<file path="src/rtl/pipe_ctrl_if.sv">
// Hazard/control bundle between the pipeline datapath and its controller.
// The controller takes the slave view; the datapath (or a bench) takes the master view.
interface pipe_ctrl_if #(
    parameter int CNT_W = 16
);
    logic             load_use;
    logic             redirect;
    logic             mem_req;
    logic             mem_ack;
    logic             halt_req;
    logic             resume;
    logic             pc_en;
    logic             pc_sel_redirect;
    logic             stall_fd;
    logic             stall_de;
    logic             stall_em;
    logic             flush_fd;
    logic             bubble_de;
    logic             bubble_mw;
    logic             halted;
    logic [1:0]       state_o;
    logic [CNT_W-1:0] stall_cnt;
    logic [CNT_W-1:0] flush_cnt;

    modport master (
        output load_use, redirect, mem_req, mem_ack, halt_req, resume,
        input  pc_en, pc_sel_redirect, stall_fd, stall_de, stall_em, flush_fd,
               bubble_de, bubble_mw, halted, state_o, stall_cnt, flush_cnt
    );

    modport slave (
        input  load_use, redirect, mem_req, mem_ack, halt_req, resume,
        output pc_en, pc_sel_redirect, stall_fd, stall_de, stall_em, flush_fd,
               bubble_de, bubble_mw, halted, state_o, stall_cnt, flush_cnt
    );
endinterface

</file>
<file path="src/rtl/pipe_ctrl.sv">
// Pipeline hazard controller: memory-wait stalls, redirect flushes, load-use bubbles,
// halt/drain sequencing and saturating stall/flush performance counters.
module pipe_ctrl #(
    parameter int CNT_W     = 16,
    parameter int DRAIN_CYC = 3
) (
    input  logic         clk,
    input  logic         reset,
    pipe_ctrl_if.slave   bus
);
    typedef enum logic [1:0] {
        RUN      = 2'd0,
        MEM_WAIT = 2'd1,
        DRAIN    = 2'd2,
        HALTED   = 2'd3
    } state_t;

    localparam int DW = (DRAIN_CYC > 1) ? $clog2(DRAIN_CYC) : 1;
    localparam logic [DW-1:0] DRAIN_LOAD = DW'(DRAIN_CYC - 1);

    state_t           state_reg, state_next;
    logic [DW-1:0]    drain_reg, drain_next;
    logic [CNT_W-1:0] stall_cnt_reg, flush_cnt_reg;

    logic mem_hold;
    logic pc_en, pc_sel_redirect, stall_fd, stall_de, stall_em;
    logic flush_fd, bubble_de, bubble_mw, halted;
    logic stall_inc;

    assign mem_hold = bus.mem_req && !bus.mem_ack;

    always_comb begin
        state_next      = state_reg;
        drain_next      = drain_reg;
        pc_en           = 1'b0;
        pc_sel_redirect = 1'b0;
        stall_fd        = 1'b0;
        stall_de        = 1'b0;
        stall_em        = 1'b0;
        flush_fd        = 1'b0;
        bubble_de       = 1'b0;
        bubble_mw       = 1'b0;
        halted          = 1'b0;
        case (state_reg)
            RUN, MEM_WAIT: begin
                // MEM_WAIT only listens to mem_ack; RUN enters the wait on an unacked request
                if ((state_reg == RUN && mem_hold) || (state_reg == MEM_WAIT && !bus.mem_ack)) begin
                    stall_fd   = 1'b1;
                    stall_de   = 1'b1;
                    stall_em   = 1'b1;
                    bubble_mw  = 1'b1;
                    state_next = MEM_WAIT;
                end else begin
                    if (bus.redirect) begin
                        pc_en           = 1'b1;
                        pc_sel_redirect = 1'b1;
                        flush_fd        = 1'b1;
                        bubble_de       = 1'b1;
                    end else if (bus.load_use) begin
                        stall_fd  = 1'b1;
                        bubble_de = 1'b1;
                    end else begin
                        pc_en = 1'b1;
                    end
                    if (bus.halt_req) begin
                        state_next = DRAIN;
                        drain_next = DRAIN_LOAD;
                    end else begin
                        state_next = RUN;
                    end
                end
            end
            DRAIN: begin
                flush_fd = 1'b1;
                if (mem_hold) begin
                    stall_fd  = 1'b1;
                    stall_de  = 1'b1;
                    stall_em  = 1'b1;
                    bubble_mw = 1'b1;
                end else if (drain_reg == '0) begin
                    state_next = HALTED;
                end else begin
                    drain_next = drain_reg - DW'(1);
                end
            end
            HALTED: begin
                stall_fd = 1'b1;
                stall_de = 1'b1;
                stall_em = 1'b1;
                halted   = 1'b1;
                if (bus.resume) begin
                    state_next = RUN;
                end
            end
            default: state_next = RUN;
        endcase
    end

    assign stall_inc = ((state_reg == RUN) || (state_reg == MEM_WAIT)) && !pc_en;

    always_ff @(posedge clk) begin
        if (reset) begin
            state_reg     <= RUN;
            drain_reg     <= '0;
            stall_cnt_reg <= '0;
            flush_cnt_reg <= '0;
        end else begin
            state_reg <= state_next;
            drain_reg <= drain_next;
            if (stall_inc && (stall_cnt_reg != '1)) begin
                stall_cnt_reg <= stall_cnt_reg + CNT_W'(1);
            end
            if (pc_sel_redirect && (flush_cnt_reg != '1)) begin
                flush_cnt_reg <= flush_cnt_reg + CNT_W'(1);
            end
        end
    end

    assign bus.pc_en           = pc_en;
    assign bus.pc_sel_redirect = pc_sel_redirect;
    assign bus.stall_fd        = stall_fd;
    assign bus.stall_de        = stall_de;
    assign bus.stall_em        = stall_em;
    assign bus.flush_fd        = flush_fd;
    assign bus.bubble_de       = bubble_de;
    assign bus.bubble_mw       = bubble_mw;
    assign bus.halted          = halted;
    assign bus.state_o         = state_reg;
    assign bus.stall_cnt       = stall_cnt_reg;
    assign bus.flush_cnt       = flush_cnt_reg;
endmodule

</file>
<file path="src/flat_wrapper.sv">
// flat-port wrapper written by rule: the top's interface ports become plain ports
module pipe_ctrl_flat 
#(
    parameter int CNT_W     = 16,
    parameter int DRAIN_CYC = 3
)
  (clk, reset, bus_load_use, bus_redirect, bus_mem_req, bus_mem_ack, bus_halt_req, bus_resume, bus_pc_en, bus_pc_sel_redirect, bus_stall_fd, bus_stall_de, bus_stall_em, bus_flush_fd, bus_bubble_de, bus_bubble_mw, bus_halted, bus_state_o, bus_stall_cnt, bus_flush_cnt);
  pipe_ctrl_if #(.CNT_W(CNT_W)) bus_i ();
  input  logic clk;
  input  logic reset;
  input wire logic [$bits(bus_i.load_use)-1:0] bus_load_use;
  input wire logic [$bits(bus_i.redirect)-1:0] bus_redirect;
  input wire logic [$bits(bus_i.mem_req)-1:0] bus_mem_req;
  input wire logic [$bits(bus_i.mem_ack)-1:0] bus_mem_ack;
  input wire logic [$bits(bus_i.halt_req)-1:0] bus_halt_req;
  input wire logic [$bits(bus_i.resume)-1:0] bus_resume;
  output wire logic [$bits(bus_i.pc_en)-1:0] bus_pc_en;
  output wire logic [$bits(bus_i.pc_sel_redirect)-1:0] bus_pc_sel_redirect;
  output wire logic [$bits(bus_i.stall_fd)-1:0] bus_stall_fd;
  output wire logic [$bits(bus_i.stall_de)-1:0] bus_stall_de;
  output wire logic [$bits(bus_i.stall_em)-1:0] bus_stall_em;
  output wire logic [$bits(bus_i.flush_fd)-1:0] bus_flush_fd;
  output wire logic [$bits(bus_i.bubble_de)-1:0] bus_bubble_de;
  output wire logic [$bits(bus_i.bubble_mw)-1:0] bus_bubble_mw;
  output wire logic [$bits(bus_i.halted)-1:0] bus_halted;
  output wire logic [$bits(bus_i.state_o)-1:0] bus_state_o;
  output wire logic [$bits(bus_i.stall_cnt)-1:0] bus_stall_cnt;
  output wire logic [$bits(bus_i.flush_cnt)-1:0] bus_flush_cnt;
  assign bus_i.load_use = bus_load_use;
  assign bus_i.redirect = bus_redirect;
  assign bus_i.mem_req = bus_mem_req;
  assign bus_i.mem_ack = bus_mem_ack;
  assign bus_i.halt_req = bus_halt_req;
  assign bus_i.resume = bus_resume;
  assign bus_pc_en = bus_i.pc_en;
  assign bus_pc_sel_redirect = bus_i.pc_sel_redirect;
  assign bus_stall_fd = bus_i.stall_fd;
  assign bus_stall_de = bus_i.stall_de;
  assign bus_stall_em = bus_i.stall_em;
  assign bus_flush_fd = bus_i.flush_fd;
  assign bus_bubble_de = bus_i.bubble_de;
  assign bus_bubble_mw = bus_i.bubble_mw;
  assign bus_halted = bus_i.halted;
  assign bus_state_o = bus_i.state_o;
  assign bus_stall_cnt = bus_i.stall_cnt;
  assign bus_flush_cnt = bus_i.flush_cnt;
  pipe_ctrl #(.CNT_W(CNT_W), .DRAIN_CYC(DRAIN_CYC)) u_core (.clk(clk), .reset(reset), .bus(bus_i));
endmodule
</file>
<file path="config.mk">
export PLATFORM = sky130hd
export DESIGN_NAME = pipe_ctrl_flat
export DESIGN_NICKNAME = d
export VERILOG_FILES = /design/src/rtl/pipe_ctrl_if.sv /design/src/rtl/pipe_ctrl.sv /design/src/flat_wrapper.sv
export SDC_FILE = /design/constraint.sdc
export NUM_CORES = 1
export LEC_CHECK = 0
export ABC_AREA = 0
export BUFFER_PORTS_ARGS = -buffer_cell sky130_fd_sc_hd__buf_4
export CORE_ASPECT_RATIO = 1.1
export CORE_MARGIN = 2
export CORE_UTILIZATION = 53
export DETAILED_ROUTE_END_ITERATION = 7
export GPL_TIMING_DRIVEN = 1
export PLACE_DENSITY = 0.89
export SETUP_SLACK_MARGIN = 0.2
export SLEW_MARGIN = 20
export SYNTH_ARGS = -nofsm -noshare
export SYNTH_HDL_FRONTEND = slang
export SYNTH_SLANG_ARGS = --single-unit
</file>
<file path="constraint.sdc">
create_clock -name clk -period 1.9 [get_ports clk]
set_input_delay 0.285 -clock clk [delete_from_list [all_inputs] [get_ports clk]]
set_output_delay 0.285 -clock clk [all_outputs]
set_load 0.01 [all_outputs]
</file>
# After elaboration in Yosys (flattened, before gate mapping)
# Index checks and enable logic that the tools add are counted.
[op_classes] addsub=3 eq_ne=11 mux=31 reduce_logical=16
[ops] operator="$add 16x1->16 const B" count=2
[ops] operator="$ne 16x16->1 const B" count=2
[ops] operator="$mux 2" count=9
[ops] operator="$mux 1" count=16
[ops] operator="$ne 2x2->1 const B" count=5
[ops] operator="$logic_and 1x1->1" count=6
[ops] operator="$pmux 1 s3" count=2
[ops] operator="$pmux 2 s3" count=1
[ops] operator="$reduce_and 5->1" count=1
[ops] operator="$eq 2x2->1 const B" count=2
[ops] operator="$logic_not 2->1" count=2
[ops] operator="$pmux 1 s2" count=2
[ops] operator="$pmux 2 s2" count=1
[ops] operator="$reduce_and 3->1" count=1
[ops] operator="$eq 2x1->1 const B" count=1
[ops] operator="$logic_not 1->1" count=2
[ops] operator="$logic_or 1x1->1" count=2
[ops] operator="$ne 2x1->1 const B" count=1
[ops] operator="$reduce_bool 2->1" count=1
[ops] operator="$reduce_or 2->1" count=1
[ops] operator="$sub 2x1->2 const B" count=1
[totals] register_bits=36 in_bits=8 out_inout_bits=43 elab_cells=65

# Depth between registers and ports, before layout
[depth] word_depth=9 ltp_mapped=6 mapped_depth_nobuf=6

# Worst setup path after synthesis
# OpenSTA, ideal clock, no wires.
[synth_timing] path_kind="reg2reg" start="register u_core.state_reg[0], in the netlist u_core.bus.state_o[0]" end="register u_core.stall_cnt_reg[9], in the netlist u_core.bus.stall_cnt[9]" setup_ns=0.121 arrival_time_ns=1.655 required_ns=1.779 path_slack_ns=0.124 path_stages_with_launch=7 path_buffers=2 period_less_slack_ns=1.776 cell_sequence="dfxtp_1 -> o21ba_1 -> buf_6 -> o21ai_1 -> buf_2 -> nor4b_1 -> mux2_2"
[synth_via] elab_chain_cells=8 elab_cells_between_ends=12 classes_between="eq/ne (1); mux (2); reduce/logical (9)"
[synth_rtl] item="start: declaration" line_no="pipe_ctrl.sv:21" rtl="state_t state_reg, state_next;"
[synth_rtl] item="start signal: assignment" line_no="pipe_ctrl.sv:108" rtl="state_reg <= state_next;"
[synth_rtl] item="$eq 2x1->1 or $logic_not 2->1 (tied branches)" line_no="pipe_ctrl.sv:44, pipe_ctrl.sv:47, pipe_ctrl.sv:99"
[synth_rtl] item="$logic_and 1x1->1" line_no="pipe_ctrl.sv:47" rtl="if ((state_reg == RUN && mem_hold) || (state_reg == MEM_WAIT && !bus.mem_ack)) begin"
[synth_rtl] item="$logic_or 1x1->1" line_no="pipe_ctrl.sv:47"
[synth_rtl] item="$mux 1" line_no="pipe_ctrl.sv:47"
[synth_rtl] item="$mux 1" line_no="pipe_ctrl.sv:44" rtl="case (state_reg)"
[synth_rtl] item="$logic_not 1->1" line_no="pipe_ctrl.sv:99" rtl="assign stall_inc = ((state_reg == RUN) || (state_reg == MEM_WAIT)) && !pc_en;"
[synth_rtl] item="$logic_and 1x1->1 *" line_no="pipe_ctrl.sv:99"
[synth_rtl] item="$logic_and 1x1->1 *" line_no="pipe_ctrl.sv:110" rtl="if (stall_inc && (stall_cnt_reg != '1)) begin"
[synth_rtl] item="end signal: assignment" line_no="pipe_ctrl.sv:111" rtl="stall_cnt_reg <= stall_cnt_reg + CNT_W'(1);"
[synth_rtl] item="end: declaration" line_no="pipe_ctrl.sv:23" rtl="logic [CNT_W-1:0] stall_cnt_reg, flush_cnt_reg;"
# Mark *: on every way between the ends. The rest lies on a longest branch, timed or not.
# A chain may end at the register's enable or synchronous reset.

# Worst setup path after layout
[layout_timing] start="register u_core.stall_cnt_reg[1], in the netlist u_core.bus.stall_cnt[1]" end="register u_core.stall_cnt_reg[9], in the netlist u_core.bus.stall_cnt[9]"
[layout_via] elab_chain_cells=2 elab_cells_between_ends=3 classes_between="add/sub (1); eq/ne (1); reduce/logical (1)"
[layout_rtl] item="parallel branches: the longest is 2 deep, another holds $add 16x1->16"
# Several ways; the timed one is not identified.

==> reports/metrics.csv <==
stage,metric,value,unit
worst_setup_path,rr_worst_depth,5,
run,drv_cap,0,
grt,grt_use_met1,31.0,%
power_and_ir_drop,p_sw,459,uW
timing,period_needed,1720,ps
power_and_ir_drop,combPwrFrac,16.4,%
place,hpwl,3880,um
timing,worst_slew_pin_slew,455,ps
floorplanning,die_h,69.0,um
final_layout,final_cell_mix,"81 x buf_4, 21 x a21oi_1, 19 x dfxtp_1, 16 x nor2_1",
power_and_ir_drop,power,1740,uW
final_layout,drive_gt1_share,42.6,%
hold_path,whs_endpoint,u_core.bus.state_o[0],
floorplanning,coreArea,3650,um^2
route,drtAntennaViolNets,0,
route,first_pass_iters,4,
grt,grt_pass1_vias,2076,
clocking,cts_root_buf,clkbuf_8,
clocking,clkSlewWorstSetupHoldPaths,70,ps
route,wl_per_cell,16.3,um
worst_setup_path,cp.arrival,1910,ps
grt,top_usage_layer,met2,
worst_setup_path,endpoint_kind,flip-flop,
grt,use_met2,48.7,%
power_and_ir_drop,power_leakage,0.00115,uW
worst_setup_path,cp-start-kind,flip-flop,
grt,grt_pass1_wl,9180,um
worst_setup_path,crit_type,flip-flop to flip-flop,
worst_setup_path,timing.rr.end,u_core.bus.stall_cnt[9],
route,totalWireLength,6110,um
timing,fin_crit_sh,90.4,%
place,gp_congestion,0.816,
clocking,cts_buffer_depth,2,
status,status,finished clean,
synth,syn_nets,257,
synth,syn_area,2030,um^2
worst_setup_path,reg2reg_slack,180,ps
timing,rsz0062_at_grt,true,
timing,fin_skew,5.74,ps
synth,yosys_register_bits,36,
synth,synth.distinct_cells,44,
clocking,cts.sinks,36,
grt,grt.total_usage,26.8,%
floorplanning,rows,23,
synth,ys.flop_type,dfxtp_1,
route,num_vias,2343,
floorplanning,io_pins,51,
clocking,htreeDepth,2,
clocking,clk_latency,300,ps
synth,synthArstFlopShare,0,%
hold_path,hold_start,bus_resume,
floorplanning,die-area,4350,um^2
final_layout,layout_commonest_cell,buf_4,
synth,synth.largest_area_cell,dfxtp_1,
timing,finalSetupTns,0,ps
power_and_ir_drop,ir_drop,0.000463,V
power_and_ir_drop,p_int,1280,uW
synth,synth_edf_count,0,
worst_setup_path,path_max_fanout,4,
floorplanning,fp.dieW,63.1,um
final_layout,diodes,0,
power_and_ir_drop,power_density,585,nW/um^2
hold_path,worst_hold_path.num_cells,2,
hold_path,hp-class,primary input to flip-flop,
route,vias_per_cell,6.23,
synth,yosys_warnings,0,
worst_setup_path,slowest_stage,or3_4,
timing,fmaxAchievable,582,MHz
final_layout,fin_nets,336,
final_layout,fillers,226,
floorplanning,start_util,55.7,%
synth,ys_top_cells_by_area,"dfxtp_1 35%, a21oi_1 5.2%, o31ai_1 4.4%",
grt,grt_max_degree,44,
grt,use_met3,6.33,%
final_layout,fin_area,2980,um^2
power_and_ir_drop,seqPwrFrac,45.0,%
timing,slew_violations,0,
worst_setup_path,crit_chain,buf_4 > nand2_1 > or3_4 > nor4b_2 > mux2_2,
worst_setup_path,r2r_start,u_core.bus.stall_cnt[1],
clocking,cts_hold_buffers,0,
timing,hold_violations,0,
final_layout,syn_to_final_growth,46.5,%
synth,synth_seq_area_share,35.4,%
worst_setup_path,slowest_delay,400,ps
timing,slew_headroom,69.7,%
route,drc,0,
power_and_ir_drop,p_sw_share,26.3,%
synth,synth_top_area_share,35.4,%
final_layout,instances_no_fill,376,
place,portBuffers,50,
synth,synth_cells,246,
grt,grt_overflow,0,
place,placed_cell_area,2610,um^2
synth,syn_avg_cell_area,8.27,um^2
place,dp_cells,356,
timing,setup_viol,0,
power_and_ir_drop,power_frac_clock,38.6,%
clocking,cts_tree,yes,
grt,antenna_found_initial,0,
route,drt_iter0_markers,286,
timing,holdWs,203,ps
clocking,cts_buffers,5,
worst_setup_path,crit_required,2100,ps
-- power by group through the flow --
stage	logic [uW]	clock network, uW	registers (uW)
2_1_floorplan	132	0	811
3_3_place_gp	243	0	805
3_5_place_dp	250	0	806
4_1_cts	256	686	792
5_1_grt	308	707	787
6_report	287	673	784
-- cell usage after synthesis (4+ instances only) --
master and n:
o21ai_0 11, a311oi_1 4, nor2b_1 11, or4_1 12, nor4_1 4, nand2_1 12
nor3_1 8, nand4_1 9, nand3_1 14, a21oi_1 21, inv_1 5, o31ai_1 12
nor2_1 16, dfxtp_1 36, mux2_2 7, or3_1 9, a31oi_1 4, and3_1 6
clkbuf_1 5
-- cells by family after synthesis --
group / count (synthesis) / synth area share (%)
fa+ha+maj: 3 / 1.85
simple gates: 116 / 33.6
mux: 8 / 4.37
compound gates: 66 / 20.8
flops: 36 / 35.4
buf+inv: 17 / 3.87
-- what timing repair did --
item                       CTS  global route
buffers inserted             1            10
setup endpoints to repair   14            29
pin swaps                    1            13
gates cloned                 0             1
gates resized for setup     12            33
-- layout make-up --
class	count	area, um^2	share of cell area [%]
clock inverter	2	35.0	1.18
inverter	6	22.5	0.756
multi-input combinational	193	1390	46.6
tap	50	62.6	2.10
sequential	36	764	25.7
timing repair buffer	83	633	21.2
clock buffer	6	72.6	2.43
-- per-layer routing --
metal  wire length (um)  vias up
met3                447       11
met5                  0        -
met2               3250      108
met4                 91        0
li1                   -     1114
met1               2320     1110
-- worst max-delay path: cells and delay by family (launching register included) --
kind / cells / cell delay (ps)
muxes: 1 / 370
DFF: 1 / 370
buffers and inverters: 1 / 120
and+or+nand+nor: 3 / 750
-- per-stage QoR --
step | setup WS (ps) | util [%]
3_3_place_gp | 134 | 71.3
2_1_floorplan | 199 | -
4_1_cts | 202 | 75.7
3_5_place_dp | 82.7 | 71.3
6_report | 183 | 81.5
5_1_grt | 104 | 81.5
-- worst max-delay path by stage --
stage | startpoint | to | slack, ps | depth (start not counted)
detailed placement | bus_mem_ack | u_core.bus.stall_cnt[15] | 80 | 6
floorplan | u_core.bus.state_o[0] | u_core.bus.flush_cnt[7] | 200 | 6
CTS | u_core.bus.flush_cnt[0] | u_core.bus.flush_cnt[10] | 200 | 5
finish | u_core.bus.stall_cnt[1] | u_core.bus.stall_cnt[9] | 180 | 5
global placement | bus_mem_ack | u_core.bus.stall_cnt[9] | 130 | 6
global route | u_core.bus.stall_cnt[5] | u_core.bus.stall_cnt[9] | 100 | 4
(Power assumes the default switching activity.)
